### config.mk
export PLATFORM = sky130hd
export DESIGN_NAME = button_bank_flat
export DESIGN_NICKNAME = d
export VERILOG_FILES = /design/src/rtl/button_bank_if.sv /design/src/rtl/button_bank.sv /design/src/flat_wrapper.sv
export SDC_FILE = /design/constraint.sdc
export NUM_CORES = 1
export LEC_CHECK = 0
export BUFFER_PORTS_ARGS = -buffer_cell sky130_fd_sc_hd__buf_2
export CAP_MARGIN = 20
export CORE_MARGIN = 4
export CORE_UTILIZATION = 50
export DETAILED_ROUTE_END_ITERATION = 8
export PLACE_DENSITY = 0.66
export SYNTH_ARGS = -nofsm -noshare
export SYNTH_HDL_FRONTEND = slang
export SYNTH_SLANG_ARGS = --single-unit
### constraint.sdc
create_clock -name clk -period 2.7 [get_ports clk]
set_input_delay 0.54 -clock clk [delete_from_list [all_inputs] [get_ports clk]]
set_output_delay 0.54 -clock clk [all_outputs]
set_load 0.05 [all_outputs]
### src/rtl/button_bank_if.sv
// Signal bundle for the push-button conditioner: raw inputs in, conditioned
// levels and event pulses out.
interface button_bank_if #(
    parameter int N_BTN = 4
);
  logic [N_BTN-1:0] btn_in;
  logic [N_BTN-1:0] level;
  logic [N_BTN-1:0] press;
  logic [N_BTN-1:0] release_pulse;
  logic [N_BTN-1:0] long_press;
  logic [N_BTN-1:0] held;
  logic [N_BTN-1:0] rpt;

  modport master (
    output btn_in,
    input  level, press, release_pulse, long_press, held, rpt
  );

  modport slave (
    input  btn_in,
    output level, press, release_pulse, long_press, held, rpt
  );
endinterface

### src/rtl/button_bank.sv
// N-channel button conditioner: sync, debounce, press/release/long-press pulses; no backpressure.
// Level latency SYNC_STAGES+DB_CYCLES edges; auto-repeat enabled by BUTTON_AUTOREPEAT_EN.
module button_bank #(
    parameter int N_BTN         = 4,
    parameter int SYNC_STAGES   = 2,
    parameter int DB_CYCLES     = 100000,
    parameter int LONG_CYCLES   = 50000000,
    parameter int REPEAT_CYCLES = 10000000
) (
  input  logic         clk,
  input  logic         reset,
  button_bank_if.slave bb
);

  typedef enum logic [1:0] {IDLE, PRESSED, LONG} state_t;

  localparam int DBW = $clog2(DB_CYCLES + 1);
  localparam int HW  = $clog2(LONG_CYCLES);
  localparam logic [DBW-1:0] DB_LAST   = DBW'(DB_CYCLES - 1);
  localparam logic [HW-1:0]  HOLD_LAST = HW'(LONG_CYCLES - 1);

  logic [N_BTN-1:0] sync_q [SYNC_STAGES];
  logic [N_BTN-1:0] s;
  logic [DBW-1:0]   db_cnt [N_BTN];
  logic [N_BTN-1:0] level_q, press_q, release_q;
  logic [N_BTN-1:0] flip, rise, fall;

  state_t           state_q [N_BTN];
  state_t           state_d [N_BTN];
  logic [HW-1:0]    hold_cnt [N_BTN];
  logic [HW-1:0]    hold_d [N_BTN];
  logic [N_BTN-1:0] long_q, long_d, held_w;

  always_ff @(posedge clk) begin
    if (reset) begin
      for (int k = 0; k < SYNC_STAGES; k++) sync_q[k] <= '0;
    end else begin
      sync_q[0] <= bb.btn_in;
      for (int k = 1; k < SYNC_STAGES; k++) sync_q[k] <= sync_q[k-1];
    end
  end

  assign s = sync_q[SYNC_STAGES-1];

  // rise/fall mark the edge on which level flips; press/release and the FSM key off them
  always_comb begin
    flip = '0;
    for (int i = 0; i < N_BTN; i++) begin
      flip[i] = (s[i] != level_q[i]) && (db_cnt[i] == DB_LAST);
    end
    rise = flip & s;
    fall = flip & ~s;
  end

  always_ff @(posedge clk) begin
    if (reset) begin
      level_q   <= '0;
      press_q   <= '0;
      release_q <= '0;
      for (int i = 0; i < N_BTN; i++) db_cnt[i] <= '0;
    end else begin
      press_q   <= rise;
      release_q <= fall;
      for (int i = 0; i < N_BTN; i++) begin
        if (s[i] == level_q[i]) begin
          db_cnt[i] <= '0;
        end else if (db_cnt[i] == DB_LAST) begin
          level_q[i] <= s[i];
          db_cnt[i]  <= '0;
        end else begin
          db_cnt[i] <= db_cnt[i] + DBW'(1);
        end
      end
    end
  end

  always_comb begin
    long_d = '0;
    for (int i = 0; i < N_BTN; i++) begin
      state_d[i] = state_q[i];
      hold_d[i]  = hold_cnt[i];
      case (state_q[i])
        IDLE: begin
          if (rise[i]) begin
            state_d[i] = PRESSED;
            hold_d[i]  = '0;
          end
        end
        PRESSED: begin
          if (fall[i]) begin
            state_d[i] = IDLE;
          end else if (hold_cnt[i] == HOLD_LAST) begin
            state_d[i] = LONG;
            long_d[i]  = 1'b1;
          end else begin
            hold_d[i] = hold_cnt[i] + HW'(1);
          end
        end
        LONG: begin
          if (fall[i]) state_d[i] = IDLE;
        end
        default: state_d[i] = IDLE;
      endcase
    end
  end

  always_ff @(posedge clk) begin
    if (reset) begin
      long_q <= '0;
      for (int i = 0; i < N_BTN; i++) begin
        state_q[i]  <= IDLE;
        hold_cnt[i] <= '0;
      end
    end else begin
      long_q <= long_d;
      for (int i = 0; i < N_BTN; i++) begin
        state_q[i]  <= state_d[i];
        hold_cnt[i] <= hold_d[i];
      end
    end
  end

  always_comb begin
    held_w = '0;
    for (int i = 0; i < N_BTN; i++) held_w[i] = (state_q[i] == LONG);
  end

`ifdef BUTTON_AUTOREPEAT_EN
  localparam int RW = $clog2(REPEAT_CYCLES + 1);
  localparam logic [RW-1:0] REP_LAST = RW'(REPEAT_CYCLES - 1);

  logic [RW-1:0]    rep_cnt [N_BTN];
  logic [N_BTN-1:0] rpt_q;

  // Counter idles at zero outside LONG, so entry to LONG always starts a fresh period
  always_ff @(posedge clk) begin
    if (reset) begin
      rpt_q <= '0;
      for (int i = 0; i < N_BTN; i++) rep_cnt[i] <= '0;
    end else begin
      for (int i = 0; i < N_BTN; i++) begin
        rpt_q[i] <= 1'b0;
        if ((state_q[i] == LONG) && !fall[i]) begin
          if (rep_cnt[i] == REP_LAST) begin
            rep_cnt[i] <= '0;
            rpt_q[i]   <= 1'b1;
          end else begin
            rep_cnt[i] <= rep_cnt[i] + RW'(1);
          end
        end else begin
          rep_cnt[i] <= '0;
        end
      end
    end
  end

  assign bb.rpt = rpt_q;
`else
  assign bb.rpt = '0;
`endif

  assign bb.level         = level_q;
  assign bb.press         = press_q;
  assign bb.release_pulse = release_q;
  assign bb.long_press    = long_q;
  assign bb.held          = held_w;

endmodule

### src/flat_wrapper.sv
// flat-port wrapper written by rule: the top's interface ports become plain ports
module button_bank_flat 
#(
    parameter int N_BTN         = 4,
    parameter int SYNC_STAGES   = 2,
    parameter int DB_CYCLES     = 100000,
    parameter int LONG_CYCLES   = 50000000,
    parameter int REPEAT_CYCLES = 10000000
)
  (clk, reset, bb_btn_in, bb_level, bb_press, bb_release_pulse, bb_long_press, bb_held, bb_rpt);
  button_bank_if #(.N_BTN(N_BTN)) bb_i ();
  input  logic clk;
  input  logic reset;
  input wire logic [$bits(bb_i.btn_in)-1:0] bb_btn_in;
  output wire logic [$bits(bb_i.level)-1:0] bb_level;
  output wire logic [$bits(bb_i.press)-1:0] bb_press;
  output wire logic [$bits(bb_i.release_pulse)-1:0] bb_release_pulse;
  output wire logic [$bits(bb_i.long_press)-1:0] bb_long_press;
  output wire logic [$bits(bb_i.held)-1:0] bb_held;
  output wire logic [$bits(bb_i.rpt)-1:0] bb_rpt;
  assign bb_i.btn_in = bb_btn_in;
  assign bb_level = bb_i.level;
  assign bb_press = bb_i.press;
  assign bb_release_pulse = bb_i.release_pulse;
  assign bb_long_press = bb_i.long_press;
  assign bb_held = bb_i.held;
  assign bb_rpt = bb_i.rpt;
  button_bank #(.N_BTN(N_BTN), .SYNC_STAGES(SYNC_STAGES), .DB_CYCLES(DB_CYCLES), .LONG_CYCLES(LONG_CYCLES), .REPEAT_CYCLES(REPEAT_CYCLES)) u_core (.clk(clk), .reset(reset), .bb(bb_i));
endmodule
==> results of run 1 <==
metal layers:
metal  vias up  GRT usage (%)  share of wire (%)
li1       4486              -                  -
met1      4139           29.4                 49
met2       177           31.8                 44
met3        39           2.83                4.1
met4         0           5.39                2.1
met5         -              0                  0
state kept, by name, indices dropped and copies added, names as in the netlist:
signal and flops:
u_core.bb.long_press 4, u_core.db_cnt 68, u_core.hold_cnt 104, u_core.bb.press 4, u_core.sync_q 8, u_core.bb.release_pulse 4
u_core.state_q 8, u_core.bb.level 4
stage by stage:
stage                     std cells  setup WS (ns)  area (µm²)  util [%]  total power [W]
after floorplan                1233          0.291       10600         -          0.00351
after global placement         1522          0.228       11100      54.9          0.00358
after detailed placement       1522          0.169       11100      54.9          0.00358
after CTS                      1563          0.149       11900      58.4          0.00658
after global routing           1563        0.00704       11900      58.5          0.00676
final                          1563          0.216       11900      58.5          0.00649
cell type report:
type	count	area (µm²)
flip-flops and latches	204	4760
clock inverters	8	61.3
fillers	1867	8430
well taps	270	338
multi-input cells	973	5590
inverters	10	37.5
repair buffers	65	428
clock buffers	33	653
cell usage after synthesis, types with 9 or more instances:
library cell  count
a21oi_1          79
a311oi_1         12
a31oi_1          21
and2_1            9
and3_1           34
and4_1           15
clkbuf_1         32
dfxtp_1         136
edfxtp_1         68
inv_1             9
nand2_1         110
nand2b_1         14
nand3_1          76
nand3b_1         10
nand4_1          36
nor2_1          137
nor2b_1          19
nor3_1           40
nor4b_1          11
o21ai_0          57
o31ai_1          13
or3_1            29
or4_1            12
xnor2_1          23
xor2_1           44
logic make-up after synthesis:
kind of cell	Yosys count	share of synthesized area, %
AOI/OAI and AO/OA	223	13.4
xor gates and xnor gates	67	5.68
adders and majority gates	8	0.970
buffers and inverters	56	2.35
DFF	204	46.2
muxes	4	0.412
other	2	0.0727
and+or+nand+nor	599	31.0
placed cells by master (no fill, tap or decap), drive strengths merged, types with 5 or more instances in the layout:
master,n
a21oi,81
inv,10
nand2b,14
nor4b,11
or4,13
xnor2,23
nor3,40
clkbuf,33
a211oi,5
and4,15
conb,72
o21ai,58
edfxtp,68
nand4,37
nand3,76
or4b,5
and2,9
dfxtp,136
xor2,44
nor4,12
nor2b,19
and3,34
nand2,110
or3,29
o31ai,13
nor2,137
clkinv,7
nand4b,6
nand3b,10
buf,65
ha,8
or2,7
o211ai,5
a311oi,13
nor4bb,7
a31oi,21
worst min path at each step:
stage	from	endpoint	slack, ns	depth (start not counted)
final	bb_btn_in[3]	u_core.sync_q[0][3]$_SDFF_PP0_	0.25	2
after global routing	bb_btn_in[3]	u_core.sync_q[0][3]$_SDFF_PP0_	0.24	2
after CTS	bb_btn_in[0]	u_core.sync_q[0][0]$_SDFF_PP0_	0.23	2
after detailed placement	u_core.sync_q[0][3]$_SDFF_PP0_	u_core.sync_q[0][7]$_SDFF_PP0_	0.43	1
after global placement	u_core.sync_q[0][0]$_SDFF_PP0_	u_core.sync_q[0][4]$_SDFF_PP0_	0.42	1
after floorplan	u_core.sync_q[0][0]$_SDFF_PP0_	u_core.sync_q[0][4]$_SDFF_PP0_	0.41	1
worst max-delay path, cell delays in order, from the launching register on:
cell,delay (ns)
edfxtp_1,0.38
ha_1,0.23
and4_1,0.28
nand4_2,0.12
or4_4,0.45
o21a_2,0.25
or4_1,0.54
a21oi_1,0.15
power by group through the flow:
stage               Clock, W  Combinational (W)  Sequential, W
floorplan                  0           0.000176        0.00333
global placement           0           0.000237        0.00335
detailed placement         0           0.000235        0.00335
CTS                  0.00306           0.000237        0.00328
global route         0.00320           0.000269        0.00329
finish               0.00296           0.000238        0.00328
==> results.toml, run 1 <==
[sta]
period_minus_slack_ns = 2.48
max_freq_mhz = 403
timing.final.crit_share_pct = 92.0
maxSlewViolCount = 0
setup_viol = 0
hold_ws_ns = 0.250
tns_ns = 0
worst_pin_slew_ns = 0.632
hold_viol = 0
slew_headroom_pct = 57.7
skew_ns = 0.00969
grt_setup_unrepaired = "no"

[power_and_ir_drop]
switchingPower_w = 0.00142
p_int_w = 0.00507
p_sw_share_pct = 21.9
combPwrFrac_pct = 3.7
vdd_drop_max_uv = 512
p_per_area_nw_per_um2 = 546
p_leak_nw = 4.08
clock_power_share_pct = 45.7
pwr-share-seq_pct = 50.6

[cts]
numCtsBuffers = 23
cts_setup_buffers = 0
clock_latency_ns = 0.50
cts_buffer_depth = 3
post_cts_resize_count = 0
htree_levels = 1
cts_tree = "built"
cts.sinks = 204
cts.clk_slew.worst_paths_ns = 0.06
hold_buffers = 0
cts-root-buf = "clkbuf_16"

[synth]
yosysWarningCount = 0
yosys-top-cells-area = "dfxtp_1 26%, edfxtp_1 20%, nor2_1 5.0%"
syn_avg_cell_area_um2 = 8.88
yosysSeqAreaShare_pct = 46.2
async_reset_ff_share_pct = 0
yosys.area.top_type = "dfxtp_1"
synth_cell_types = 67
synth_top_area_share_pct = 26.4
synthesis.area_um2 = 10300
synthCells = 1163
ys_ff_latch = 204
ys.flop_type = "dfxtp_1"
synth-edff-count = 68

[global_routing]
grt_max_degree = 21
grt_pass1_wl_um = 39400
grt_overflow = 0
grt_use_total_pct = 20.2
antenna_found_initial = 0
grt_pass1_vias = 8285

[worst_setup_path]
crit_type = "reg2reg"
cp-start-kind = "register"
reg2reg_to = "u_core.hold_cnt[1][9]$_SDFFE_PP0P_"
required_ns = 3.13
cp.arrival_ns = 2.91
critPathCaptureType = "register"
ff2ff_path_depth = 7
cp-startpoint = "u_core.db_cnt[1][0]$_SDFFCE_PN0P_"
r2r_start = "u_core.db_cnt[1][0]$_SDFFCE_PN0P_"
reg2reg_slack_ns = 0.22
path_max_fanout = 20
crit_path_end = "u_core.hold_cnt[1][9]$_SDFFE_PP0P_"

[routing]
drt_first_pass_iters = 5
ant_nets = 0
wirelength_um = 22700
drt_iter0_drc = 489
route.detailed.drc = 0
routedWlPerCell_um = 14.5
routed_via_density = 5.66
vias = 8841

[place]
globalplace.congestion = 0.885
port_buffers = 25
dpl.hpwl_um = 15800

[status]
status = "finished, final reports clean"

[die]
io_pins = 30
std_cell_rows = 52
die_h_um = 152
initial_core_util_pct = 50.9
die_x_um = 152
dieArea_um2 = 23000
core-area_um2 = 20300

[cells_and_area]
drive_above_1_share_pct = 9.98
antenna-diode-count = 0
area_growth_pct = 15.0
layout.nets = 1291

[hold_path]
hold_class = "in2reg"

[run]
max_cap_violations = 0
Power figures use the tool's default switching activity.
==> inputs of run 2 (changes only) <==
PLACE_DENSITY = 0.63   (was 0.66)
==> run 2 against run 1 <==
Effect of this change: first-iteration DRC count decreased by 1.0%; highest routed layer unchanged; largest power group unchanged; sequential power is essentially flat; design area is 0.57% higher; sequential share of layout area down 0.23 points; fmax is 0.92% lower; register-to-register slack got worse by 0.02 ns; critical endpoint unchanged.
==> results.toml, run 2 (same netlist as run 1, synthesis figures left out) <==
[cts]
cts_buffer_depth = 3
cts_tree = "built"
cts-root-buf = "clkbuf_16"
cts_setup_buffers = 0
cts.sinks = 204
clock_latency_ns = 0.51
numCtsBuffers = 24
htree_levels = 1
cts.clk_slew.worst_paths_ns = 0.06

[worst_setup_path]
required_ns = 3.14
cp.arrival_ns = 2.95
critPathCaptureType = "register"
cp-start-kind = "register"
reg2reg_slack_ns = 0.19
cp-startpoint = "u_core.db_cnt[1][0]$_SDFFCE_PN0P_"
crit_type = "reg2reg"
path_max_fanout = 19
r2r_start = "u_core.db_cnt[1][0]$_SDFFCE_PN0P_"

[routing]
vias = 8746
ant_nets = 0
routed_via_density = 5.58
wirelength_um = 22900
route.detailed.drc = 0
drt_first_pass_iters = 5
drt_iter0_drc = 484
routedWlPerCell_um = 14.6

[sta]
max_freq_mhz = 399
tns_ns = 0
setup_viol = 0
timing.final.crit_share_pct = 92.8
worst_pin_slew_ns = 0.617
grt_setup_unrepaired = "no"
hold_viol = 0
skew_ns = 0.0146
slew_headroom_pct = 58.4
maxSlewViolCount = 0
period_minus_slack_ns = 2.51

[global_routing]
grt_max_degree = 51
grt_overflow = 0
grt_pass1_wl_um = 39000
grt_pass1_vias = 8165
grt_use_total_pct = 20.1
antenna_found_initial = 0

[die]
std_cell_rows = 52
die_h_um = 152
die_x_um = 152
dieArea_um2 = 23000
core-area_um2 = 20300
initial_core_util_pct = 50.9
io_pins = 30

[power_and_ir_drop]
p_leak_nw = 4.11
vdd_drop_max_uv = 521
p_per_area_nw_per_um2 = 552

[place]
globalplace.congestion = 0.868
port_buffers = 25
dpl.hpwl_um = 15900
dp_cells = 1524

[cells_and_area]
top_register = "u_core.hold_cnt"
largest_reg_flops = 104
final_common_cell = "nor2_1"
fin_cells = 1567
antenna-diode-count = 0
top_regs = "u_core.hold_cnt x104, u_core.db_cnt x68"
seq_area_um2 = 4760
fillCellCount = 1888
multi_input_area_um2 = 5590
drive_above_1_share_pct = 10.5
area_growth_pct = 15.6
layout.nets = 1294
mostFrequentLayoutCells = "137 x nor2_1, 136 x dfxtp_1, 110 x nand2_1"

[hold_path]
worstHoldStart = "bb_btn_in[0]"
hold_class = "in2reg"

[status]
status = "finished, final reports clean"

[run]
max_cap_violations = 0
## run 2: cell count changes in the layout (fill, tap and decap cells not counted), sizes merged
cell	delta
buf	+2
bufinv	-1
clkbuf	+3
clkinv	-1
clkinvlp	+1
## run 2: worst paths after layout
| path | endpoint | cells after the start |
|---|---|---|
| min reg2reg | u_core.sync_q[0][7]$_SDFF_PP0_ | 1 |
| max reg2reg | u_core.hold_cnt[1][9]$_SDFFE_PP0P_ | 7 |
| max | u_core.hold_cnt[1][9]$_SDFFE_PP0P_ | 7 |
| min | u_core.sync_q[0][0]$_SDFF_PP0_ | 2 |
## run 2: metal layers
layer / vias to the layer above / part of all wire, % / global-route usage, % / routed length [µm]
met3: 29 / 3.9 / 3.06 / 892
met4: 0 / 1.8 / 4.40 / 414
met2: 149 / 46 / 33.4 / 10500
met1: 4089 / 48 / 27.8 / 11000
li1: 4479 / - / - / -
met5: - / 0 / 0 / 0
## run 2: repair_timing
action / CTS / global route
hold buffers: 0 / 0
endpoints found under the hold margin: 0 / 0
setup endpoints to repair: 0 / 12
resized for setup: 0 / 2
## run 2: area by class of cell
cell class	count	share of cell area [%]
Timing Repair Buffer	67	3.82
Multi-Input combinational cell	973	46.8
Tap cell	270	2.83
Inverter	10	0.314
Clock buffer	36	6.01
Clock inverter	7	0.314
Sequential cell	204	39.9
## run 2: stage by stage
stage	cell area [µm²]	utilization (%)	worst slack (ns)	hold WS (ns)	power, W
floorplan	10600	-	0.291	0.414	0.00351
global placement	11200	55.0	0.220	0.416	0.00358
detailed placement	11200	55.0	0.130	0.430	0.00358
CTS	11900	58.8	0.112	0.214	0.00667
global route	11900	58.8	0.0475	0.230	0.00683
finish	11900	58.8	0.193	0.238	0.00659
## run 2: report_power, final
group,total [W],internal [W],switching (W)
logic,0.000236,0.0000777,0.000158
registers,0.00328,0.00322,0.0000595
clock network,0.00307,0.00182,0.00124
total,0.00659,0.00513,0.00146
## run 2: worst max-delay path: stages (launching register included)
cell and delay [ns]:
edfxtp_1 0.39, ha_1 0.25, and4_1 0.29, nand4_2 0.12, or4_4 0.45, o21a_2 0.24
or4_1 0.54, a21oi_1 0.15
==> inputs of run 3 (changes only) <==
PLACE_DENSITY = not set   (was 0.63)
PLACE_DENSITY_LB_ADDON = 0.2   (was not set)
==> run 3 against run 2 <==
Effect of this change: worst setup slack got worse by 0.021 ns; first-iteration DRC count rose by 26%; global-route usage fell by 0.052 points; sequential power barely moved; sequential share of layout area fell by 0.11 points; via count rose by 1.5%; core utilization rose by 0.16 points; die area did not move; clock-buffer cell count fell by 1; hold slack improved by 0.014 ns; largest cell class unchanged; largest power group unchanged; highest routed layer unchanged.
==> results.toml, run 3 (same netlist as run 1, synthesis figures left out) <==
[cells_and_area]
area_growth_pct = 15.9
utilization_pct = 59.0
top_register = "u_core.hold_cnt"
largest_reg_flops = 104
antenna-diode-count = 0
mostFrequentLayoutCells = "137 x nor2_1, 136 x dfxtp_1, 110 x nand2_1"
layout.nets = 1293
drive_above_1_share_pct = 10.3
top_regs = "u_core.hold_cnt x104, u_core.db_cnt x68"
final_common_cell = "nor2_1"
fin_area_um2 = 12000

[routing]
drt_first_pass_iters = 6
route.detailed.drc = 0
vias = 8880
routedWlPerCell_um = 14.4
ant_nets = 0
drt_iter0_drc = 612
routed_via_density = 5.67
wirelength_um = 22600

[worst_setup_path]
critPathCaptureType = "register"
cp-start-kind = "register"
reg2reg_slack_ns = 0.17
required_ns = 3.13
crit_type = "reg2reg"
cp.arrival_ns = 2.96
path_max_fanout = 17
r2r_start = "u_core.db_cnt[1][12]$_SDFFCE_PN0P_"
ff2ff_path_depth = 6
reg2reg_to = "u_core.hold_cnt[1][18]$_SDFFE_PP0P_"

[cts]
clock_latency_ns = 0.51
hold_buffers = 0
cts_tree = "built"
cts.sinks = 204
htree_levels = 1
cts.clk_slew.worst_paths_ns = 0.06
cts_buffer_depth = 3
cts-root-buf = "clkbuf_16"
numCtsBuffers = 24

[place]
dpl.hpwl_um = 15700
globalplace.congestion = 0.845
port_buffers = 25
place_area_um2 = 11200

[die]
core-area_um2 = 20300
dieArea_um2 = 23000
initial_core_util_pct = 50.9
io_pins = 30
std_cell_rows = 52
die_x_um = 152
die_h_um = 152

[sta]
maxSlewViolCount = 0
slew_headroom_pct = 59.4
timing.final.crit_share_pct = 93.6
max_freq_mhz = 396
skew_ns = 0.0101
worst_pin_slew_ns = 0.607
grt_setup_unrepaired = "no"
setup_viol = 0
period_minus_slack_ns = 2.53
hold_viol = 0
tns_ns = 0
hold_ws_ns = 0.253

[hold_path]
worstHoldStart = "bb_btn_in[1]"
hold_path_depth = 2
hold_class = "in2reg"
hold_path_end = "u_core.sync_q[0][1]$_SDFF_PP0_"

[global_routing]
grt_pass1_vias = 8227
antenna_found_initial = 0
grt_pass1_wl_um = 38800
grt_overflow = 0
grt_max_degree = 39
grt_use_total_pct = 20.0

[power_and_ir_drop]
p_leak_nw = 4.13
vdd_drop_max_uv = 459
p_per_area_nw_per_um2 = 566

[status]
status = "finished, final reports clean"

[run]
max_cap_violations = 0
## run 3: where the power goes
group / switching (W) / internal (W)
sequential: 0.0000571 / 0.00322
combinational: 0.000165 / 0.0000818
clock: 0.00124 / 0.00200
## run 3: how the worst max path moves through the flow
stage	startpoint	to	slack, ns	cells past startpoint
floorplan	u_core.db_cnt[1][0]$_SDFFCE_PN0P_	u_core.hold_cnt[1][25]$_SDFFE_PP0P_	0.29	8
global placement	u_core.db_cnt[1][0]$_SDFFCE_PN0P_	u_core.hold_cnt[1][9]$_SDFFE_PP0P_	0.18	7
detailed placement	u_core.db_cnt[1][0]$_SDFFCE_PN0P_	u_core.hold_cnt[1][18]$_SDFFE_PP0P_	0.10	7
CTS	u_core.db_cnt[1][0]$_SDFFCE_PN0P_	u_core.hold_cnt[1][18]$_SDFFE_PP0P_	0.10	7
global route	u_core.db_cnt[1][12]$_SDFFCE_PN0P_	u_core.hold_cnt[1][9]$_SDFFE_PP0P_	0.03	6
finish	u_core.db_cnt[1][12]$_SDFFCE_PN0P_	u_core.hold_cnt[1][18]$_SDFFE_PP0P_	0.17	6
## run 3: final cells by class
| type | instances | area (µm²) |
|---|---|---|
| multi-input combinational | 973 | 5600 |
| clock buffer | 35 | 708 |
| inverter | 10 | 37.5 |
| sequential | 204 | 4760 |
| fill | 1830 | 8330 |
| tap | 270 | 338 |
| clock inverter | 9 | 90.1 |
| timing repair buffer | 66 | 435 |
## run 3: repair_timing
item	in CTS	in global routing
buffers inserted	0	0
setup endpoints to repair	0	21
resized for setup	0	5
## run 3: stage by stage
stage | power (W) | cells | worst slack, ns
global placement | 0.00358 | 1523 | 0.179
CTS | 0.00684 | 1567 | 0.103
finish | 0.00677 | 1567 | 0.172
detailed placement | 0.00359 | 1523 | 0.102
global route | 0.00701 | 1567 | 0.0273
floorplan | 0.00351 | 1233 | 0.291
## run 3: metal layers
layer / vias up / share of wire, % / track usage, %
met4: 0 / 2.6 / 5.97
met2: 215 / 45 / 32.4
li1: 4492 / - / -
met5: - / 0 / 0
met3: 51 / 5.1 / 3.15
met1: 4122 / 47 / 27.7
## run 3: worst max-delay path: stages (launching register included)
cell,delay (ns)
edfxtp_1,0.47
nor4_2,0.42
nand4_4,0.19
or4_4,0.46
o21a_2,0.23
or4_1,0.52
a21oi_1,0.16
